<file path="config.mk">
export PLATFORM = sky130hd
export DESIGN_NAME = sfb
export DESIGN_NICKNAME = d
export VERILOG_FILES = /design/src/rtl/sfb_pkg.sv /design/src/rtl/sfb_microrot.sv /design/src/rtl/sfb.sv
export SDC_FILE = /design/constraint.sdc
export NUM_CORES = 1
export LEC_CHECK = 0
export ABC_AREA = 1
export CORE_UTILIZATION = 50
export DETAILED_ROUTE_END_ITERATION = 10
export GPL_ROUTABILITY_DRIVEN = 0
export PLACE_DENSITY = 0.74
export SYNTH_ARGS = -nofsm -noshare
export SYNTH_HDL_FRONTEND = slang
export SYNTH_SLANG_ARGS = --single-unit
export TNS_END_PERCENT = 100
</file>
<file path="constraint.sdc">
create_clock -name clk -period 8.6 [get_ports clk]
set_input_delay 1.72 -clock clk [delete_from_list [all_inputs] [get_ports clk]]
set_output_delay 1.72 -clock clk [all_outputs]
set_load 0.05 [all_outputs]
</file>
<file path="src/rtl/sfb_pkg.sv">
`default_nettype none
// ============================================================================
// Module   : sfb_pkg
// Purpose  : Shared widths, stage counts, fine shift table and tag type for SFB.
// Revision : 1.0
// ============================================================================
package sfb_pkg;

   localparam int DATA_W   = 16;
   localparam int ANGLE_W  = 13;
   localparam int N_COARSE = 6;
   localparam int N_FINE   = 3;
   localparam int LATENCY  = N_COARSE + 1;

   localparam int FINE_SHIFT [N_FINE] = '{7, 8, 9};

   // Everything that must travel alongside a sample through the pipeline.
   typedef struct packed {
      logic                d1;
      logic                d0;
      logic [N_COARSE-1:0] r;
      logic [N_FINE-1:0]   c;
   } tag_t;

   function automatic tag_t make_tag(
      input logic [ANGLE_W-1:0] phi,
      input logic               d1,
      input logic               d0
   );
      tag_t t;
      t.d1 = d1;
      t.d0 = d0;
      t.r  = phi[ANGLE_W-2 -: N_COARSE];
      t.c  = phi[ANGLE_W-2-N_COARSE -: N_FINE];
      return t;
   endfunction

endpackage
`default_nettype wire

</file>
<file path="src/rtl/sfb_microrot.sv">
`default_nettype none
// ============================================================================
// Module   : sfb_microrot
// Purpose  : One registered coarse micro-rotation with shift SHIFT, gated by en.
// Revision : 1.0
// ============================================================================
module sfb_microrot
   import sfb_pkg::*;
#(
   parameter int SHIFT = 1
) (
   input  logic                     clk,
   input  logic                     rst_n,
   input  logic                     en,
   input  logic signed [DATA_W-1:0] x,
   input  logic signed [DATA_W-1:0] y,
   output logic signed [DATA_W-1:0] rot_x,
   output logic signed [DATA_W-1:0] rot_y
);

   logic signed [DATA_W-1:0] nxt_x;
   logic signed [DATA_W-1:0] nxt_y;

   // Both updates use the pre-stage x and y; sums wrap at DATA_W bits.
   always_comb begin
      nxt_x = x;
      nxt_y = y;
      if (en) begin
         nxt_x = x - (x >>> (2*SHIFT+1)) - (y >>> SHIFT);
         nxt_y = y - (y >>> (2*SHIFT+1)) + (x >>> SHIFT);
      end
   end

   always_ff @(posedge clk or negedge rst_n) begin
      if (!rst_n) begin
         rot_x <= '0;
         rot_y <= '0;
      end else begin
         rot_x <= nxt_x;
         rot_y <= nxt_y;
      end
   end

endmodule
`default_nettype wire

</file>
<file path="src/rtl/sfb.sv">
`default_nettype none
// ============================================================================
// Module   : sfb
// Purpose  : Six coarse micro-rotations plus one fine rotation stage, 7-cycle pipe.
// Revision : 1.0
// ============================================================================
module sfb
   import sfb_pkg::*;
(
   input  logic               clk,
   input  logic               rst_n,
   input  logic [ANGLE_W-1:0] phi,
   input  logic               d1,
   input  logic               d0,
   input  logic [DATA_W-1:0]  Xin,
   input  logic [DATA_W-1:0]  Yin,
   output logic [DATA_W-1:0]  Xout,
   output logic [DATA_W-1:0]  Yout,
   output logic [DATA_W-1:0]  X6,
   output logic [DATA_W-1:0]  Y6,
   output logic               r5,
   output logic               r4,
   output logic               r3,
   output logic               r2,
   output logic               r1,
   output logic               r0,
   output logic               c22,
   output logic               c12,
   output logic               c02,
   output logic               d1_o,
   output logic               d0_o
);

   tag_t                  tag_in;
   tag_t [LATENCY:1]      tag_q;
   tag_t [N_COARSE-1:0]   tag_at;

   logic [N_COARSE:0][DATA_W-1:0] x_at;
   logic [N_COARSE:0][DATA_W-1:0] y_at;

   logic signed [DATA_W-1:0] x6_s;
   logic signed [DATA_W-1:0] y6_s;
   logic signed [DATA_W-1:0] fine_x;
   logic signed [DATA_W-1:0] fine_y;

   assign tag_in  = make_tag(phi, d1, d0);
   assign tag_at  = {tag_q[N_COARSE-1:1], tag_in};
   assign x_at[0] = Xin;
   assign y_at[0] = Yin;

   // Stage k consumes the tag that entered alongside its input sample.
   for (genvar k = 1; k <= N_COARSE; k++) begin : g_coarse
      sfb_microrot #(
         .SHIFT (k)
      ) u_rot (
         .clk   (clk),
         .rst_n (rst_n),
         .en    (tag_at[k-1].r[N_COARSE-k]),
         .x     (x_at[k-1]),
         .y     (y_at[k-1]),
         .rot_x (x_at[k]),
         .rot_y (y_at[k])
      );
   end

   always_ff @(posedge clk or negedge rst_n) begin
      if (!rst_n) begin
         tag_q <= '0;
      end else begin
         tag_q[1] <= tag_in;
         for (int i = 2; i <= LATENCY; i++) begin
            tag_q[i] <= tag_q[i-1];
         end
      end
   end

   assign x6_s = x_at[N_COARSE];
   assign y6_s = y_at[N_COARSE];

   // Fine terms all derive from the post-coarse vector, not from partial sums.
   always_comb begin
      fine_x = x6_s;
      fine_y = y6_s;
      for (int j = 0; j < N_FINE; j++) begin
         if (tag_q[N_COARSE].c[N_FINE-1-j]) begin
            fine_x = fine_x - (y6_s >>> FINE_SHIFT[j]);
            fine_y = fine_y + (x6_s >>> FINE_SHIFT[j]);
         end
      end
   end

   always_ff @(posedge clk or negedge rst_n) begin
      if (!rst_n) begin
         Xout <= '0;
         Yout <= '0;
         X6   <= '0;
         Y6   <= '0;
      end else begin
         Xout <= fine_x;
         Yout <= fine_y;
         X6   <= x6_s;
         Y6   <= y6_s;
      end
   end

   assign {r5, r4, r3, r2, r1, r0} = tag_q[LATENCY].r;
   assign {c22, c12, c02}          = tag_q[LATENCY].c;
   assign d1_o                     = tag_q[LATENCY].d1;
   assign d0_o                     = tag_q[LATENCY].d0;

endmodule
`default_nettype wire

</file>
Yosys cells after proc, flatten, opt, wreduce, memory -nomap -nowiden
Cells that the tools add are included.
{ "totals": {"ff_bits": 333, "input_bits": 49, "wordCells": 92} }
{ "classes": {"add_sub_neg": 30, "n_mux": 18} }
{ "op_table": {"columns": ["cell", "n"], "rows": [
  ["16-bit 2-to-1 mux", 18],
  ["16-bit by 11-bit subtractor with 16-bit output", 3],
  ["16-bit by 13-bit subtractor with 16-bit output", 3],
  ["16-bit by 7-bit subtractor with 16-bit output", 3],
  ["16-bit by 9-bit subtractor with 16-bit output", 3],
  ["16-bit by 3-bit subtractor with 16-bit output", 2],
  ["16-bit by 5-bit subtractor with 16-bit output", 2],
  ["16-bit by 10-bit adder with 16-bit output", 1],
  ["16-bit by 11-bit adder with 16-bit output", 1],
  ["16-bit by 12-bit adder with 16-bit output", 1],
  ["16-bit by 13-bit adder with 16-bit output", 1],
  ["16-bit by 14-bit adder with 16-bit output", 1],
  ["16-bit by 15-bit adder with 16-bit output", 1],
  ["16-bit by 7-bit adder with 16-bit output", 1],
  ["16-bit by 8-bit adder with 16-bit output", 1],
  ["16-bit by 9-bit adder with 16-bit output", 1],
  ["16-bit by 10-bit subtractor with 16-bit output", 1],
  ["16-bit by 12-bit subtractor with 16-bit output", 1],
  ["16-bit by 14-bit subtractor with 16-bit output", 1],
  ["16-bit by 15-bit subtractor with 16-bit output", 1],
  ["16-bit by 8-bit subtractor with 16-bit output", 1]
]} }

Depth between registers and ports, before layout
{ "depth": {"depth_word": 6, "ltp_mapped": 33, "ltp_nobuf": 33} }

By module
From an unflattened synthesis, not the netlist that was laid out.
{ "unflattened": {"hier_cells": 4605, "hier_area_um2": 32358.5} }
{ "by_module_without_submodules": {"columns": ["mod", "instances", "cells_each", "area_per_inst_um2"], "rows": [
  ["sfb", 1, 1233, 9549.2],
  ["sfb_microrot at g_coarse[5].u_rot", 1, 559, 3848.7],
  ["sfb_microrot at g_coarse[6].u_rot", 1, 558, 3818.7],
  ["sfb_microrot at g_coarse[1].u_rot", 1, 566, 3791.1],
  ["sfb_microrot at g_coarse[2].u_rot", 1, 563, 3787.4],
  ["sfb_microrot at g_coarse[4].u_rot", 1, 563, 3783.6],
  ["sfb_microrot at g_coarse[3].u_rot", 1, 563, 3779.9]
]} }

Least setup slack after synthesis
No wires, ideal clock.
{ "synth_timing": {"path_kind": "register to register", "from": "register g_coarse[6].u_rot.rot_y[15]", "to": "register Xout[15]", "arrival_time_ps": 4139, "t_required_ps": 8484, "path_slack_ps": 4345, "stages_incl_launch_ff": 28, "n_path_buf": 0, "synth_period_minus_slack_ps": 4255, "cell_sequence": "dfrtp_1 -> inv_1 -> ha_1 -> a21oi_1 -> o21ai_1 -> a21oi_1 -> nand2_1 -> nand3_1 -> nand2_1 -> ha_1 -> a21oi_1 -> o21bai_1 -> a21oi_1 -> nand2_1 -> xor2_1 -> nand2_1 -> and2_1 -> ha_1 -> inv_1 -> nor3_1 -> and2_1 -> nand2_1 -> nand2_1 -> nor2_1 -> nor2_1 -> inv_1 -> nand2_1 -> nand2_1"} }
{ "synth_between": {"elab_chain_len": 6} }
{ "synth_rtl": {"columns": ["element", "line_no", "text"], "rows": [
  ["from (decl)", "sfb_microrot.sv:18", "output logic signed [DATA_W-1:0] rot_y"],
  ["from (signal assigned)", "sfb_microrot.sv:40", "rot_y <= nxt_y;"],
  ["16-bit by 9-bit subtractor with 16-bit output", "sfb.sv:86", "fine_x = fine_x - (y6_s >>> FINE_SHIFT[j]);"],
  ["16-bit 2-to-1 mux", "sfb.sv:85", "if (tag_q[N_COARSE].c[N_FINE-1-j]) begin"],
  ["16-bit by 8-bit subtractor with 16-bit output", "sfb.sv:86", null],
  ["16-bit 2-to-1 mux", "sfb.sv:85", null],
  ["16-bit by 7-bit subtractor with 16-bit output", "sfb.sv:86", null],
  ["16-bit 2-to-1 mux *", "sfb.sv:85", null],
  ["named net fine_x[15]", "sfb.sv:43", "logic signed [DATA_W-1:0] fine_x;"],
  ["to (signal assigned)", "sfb.sv:99", "Xout <= fine_x;"],
  ["to (decl)", "sfb.sv:17", "output logic [DATA_W-1:0] Xout,"]
]} }
The timed path passes the listed nets; every way through them passes the cells marked *.

Worst setup path in the final report
Ends and elaborated chain as after synthesis.

==> run summary <==
Die Width = 246.2 um
delay of the slowest critical-path stage = 0.81 ns
drt first-iter violations = 1558
post-cts sizing count = 0
endpoints failing setup = 0
Post-synth EDFFs = 0
Syn Std Cell Area = 29810 um2
Buf/Inv on CP = 3
Critical Path Start Type = flop
Post-CTS Setup Repair Bufs = 0
GR Overflow Total = 0
Crit Path Max Fanout = 28
routed length per placed instance = 15.09 um
post-synthesis sequential element count = 333
WL final = 71.89 mm
Largest delay share family, worst path = simple AND/OR/NAND/NOR gates
CTS H-Tree Depth = 2
number of buffer cells added on primary ports = 119
clock buffer depth = 3
antenna violations before repair = 1
Die Outline Area = 60590 um2
final worst-path cycle share = 0.6177
worst clock skew = 0.01716 ns
P&R area growth vs syn = 11.29%
# Max-Cap Violations = 0
area share of the largest cell type after synthesis = 0.2796
violated checks = design-rule violations
most repeated cell in the gate-level netlist after synthesis = sky130_fd_sc_hd__nand2_1
Critical Path Source = g_coarse[6].u_rot.rot_y[15]
fraction of final layout cells sized beyond drive strength 1 = 0.05110
first-pass detailed-route iteration total = 8
clk sink count = 333
setup tns final = 0 ns
launch instance of the worst register-to-register path = g_coarse[6].u_rot.rot_y[15]
std cell rows = 89
most used flip-flop cell after synthesis = sky130_fd_sc_hd__dfrtp_1
Die H = 246.2 um
number of standard cells after synthesis = 3847
worst hold-check path type = flop to flop
Tightest Pin Transition = 1.216 ns
Critical Setup Path Class = flop to flop
final max-slew violation count = 0
endpoint kind of the worst setup timing path = flop
antenna fix cells = 0
clock root buffer = sky130_fd_sc_hd__clkbuf_16
global-route wire length before repair = 119.0 mm
min-delay src = tag_at[26]
synth top area cells = sky130_fd_sc_hd__dfrtp_1 28%, sky130_fd_sc_hd__fa_1 12%, sky130_fd_sc_hd__ha_1 12%
sequential share of the synthesized area = 0.2796
global-route total usage across every layer = 0.2448
clock-pin slew reported for the worst setup and hold paths after clock tree synthesis = 0.06 ns
via count of the first global-routing pass = 24380
DR vias/cell = 5.262
Critical-path top delay cell = sky130_fd_sc_hd__inv_1
mean instance size in the synthesized netlist = 7.748 um2
final HPWL from detailed placement = 57.71 mm
Clock Latency Late Sink = 0.58 ns
synthesized netlist net count = 4378
Core Area = 58910 um2
Worst Path Arrival = 5.78 ns
post-synthesis cell type with the largest combined area = sky130_fd_sc_hd__dfrtp_1
list of most frequent post-synthesis cells = 909 x sky130_fd_sc_hd__nand2_1, 669 x sky130_fd_sc_hd__inv_1, 333 x sky130_fd_sc_hd__dfrtp_1
number of top-level pins = 124
post-layout minimum cycle time = 5.312 ns
number of buffers created by CTS = 38
total number of vias = 25070
RSZ-0062 raised after global routing = no
share of async-settable or async-resettable flops after synthesis = 1.000
DRC = 2
timing-limited maximum frequency = 0.1882 GHz
initial core utilization = 0.5060
maximum number of pins on one net before global-route repair = 179
Syn. warnings = 0
run status = complete, but fails checks
fillcell total = 5328
number of nets in the layout = 4494
Worst slew margin = 0.1885
CP Data Required Time = 9.07 ns
synth unique cells = 50
most frequent cell on the critical path = sky130_fd_sc_hd__nand2_1
Routed Antenna Nets = 0
clock tree from TritonCTS = built
hold-fix buffers at CTS = 0
Hold Fails Final Rpt = 0
## state kept, by name, summed over array words and instances (netlist names), 11 cells and up
register              count
X6                       16
Yout                     16
Y6                       16
tag_at                   55
g_coarse.u_rot.rot_x     96
tag_q                    11
Xout                     16
g_coarse.u_rot.rot_y     96
## final cells by class
cell class	instances	area [um2]	share of cell area
Timing Repair Buffer	132	1306	0.03938
Tap cell	773	967.2	0.02916
Sequential cell	333	8333	0.2512
Clock buffer	50	1076	0.03244
Inverter	697	2616	0.07887
Clock inverter	19	250.2	0.007544
Multi-Input combinational cell	2761	18620	0.5614
## worst register-to-register path: cells and delay by family (launching register included)
family,cells,cell delay (ns)
AOI/OAI and AO/OA,6,1.08
xor gates and xnor gates,1,0.14
adders and majority gates,3,1.07
buffers and inverters,3,0.96
DFF,1,0.48
and+or+nand+nor,14,1.49
## layer usage
layer	vias to the layer above	global-route usage	wire (um)
met1	11670	0.3091	31140
met5	-	0	13
li1	12590	-	-
met3	181	0.03279	3516
met2	629	0.4178	34050
met4	2	0.1069	3177
## metrics by stage
| step | setup WS [ns] | hold WS [ns] | instance area, um2 | util | cells |
|---|---|---|---|---|---|
| floorplan | 4.345 | 0.3312 | 29810 | - | 3847 |
| global placement | 3.432 | 0.3325 | 31840 | 0.5406 | 4696 |
| detailed placement | 3.409 | 0.3347 | 31840 | 0.5406 | 4696 |
| CTS | 3.359 | 0.3421 | 33170 | 0.5631 | 4765 |
| global route | 2.794 | 0.3497 | 33170 | 0.5631 | 4765 |
| finish | 3.288 | 0.3400 | 33170 | 0.5631 | 4765 |
## cells by family (layout without fill, tap and decap cells)
family          after synthesis  in the layout  synth area share
buf+inv                     753            898           0.09567
simple gates               1472           1472            0.2087
compound gates              676            676            0.1281
flops                       333            333            0.2796
xor+xnor                    131            131           0.03875
fa+ha+maj                   482            482            0.2492
## cell usage in the layout, fill, tap and decap left out, drive strengths merged, types with 50 or more instances in the layout
cell type / n
a21oi: 287
clkbuf: 50
clkdlybuf4s50: 118
dfrtp: 333
fa: 186
ha: 296
inv: 698
nand2: 928
nand3: 291
nor2: 161
o21ai: 283
xnor2: 86
## path summary, 6_finish.rpt
check                                         endpoint  slack (ns)  depth (start not counted)
max                                           Xout[15]        3.29                         27
min reg2reg                                 tag_at[37]        0.34                          0
max in group asynchronous  g_coarse[2].u_rot.rot_x[12]        6.03                          2
min in group asynchronous                       Y6[13]        1.12                          1
min                                         tag_at[37]        0.34                          0
max reg2reg                                   Xout[15]        3.29                         27
Power is left out: the tool's default activity adds up to more than one toggle a clock period on the data nets, which glitch-free logic cannot reach.
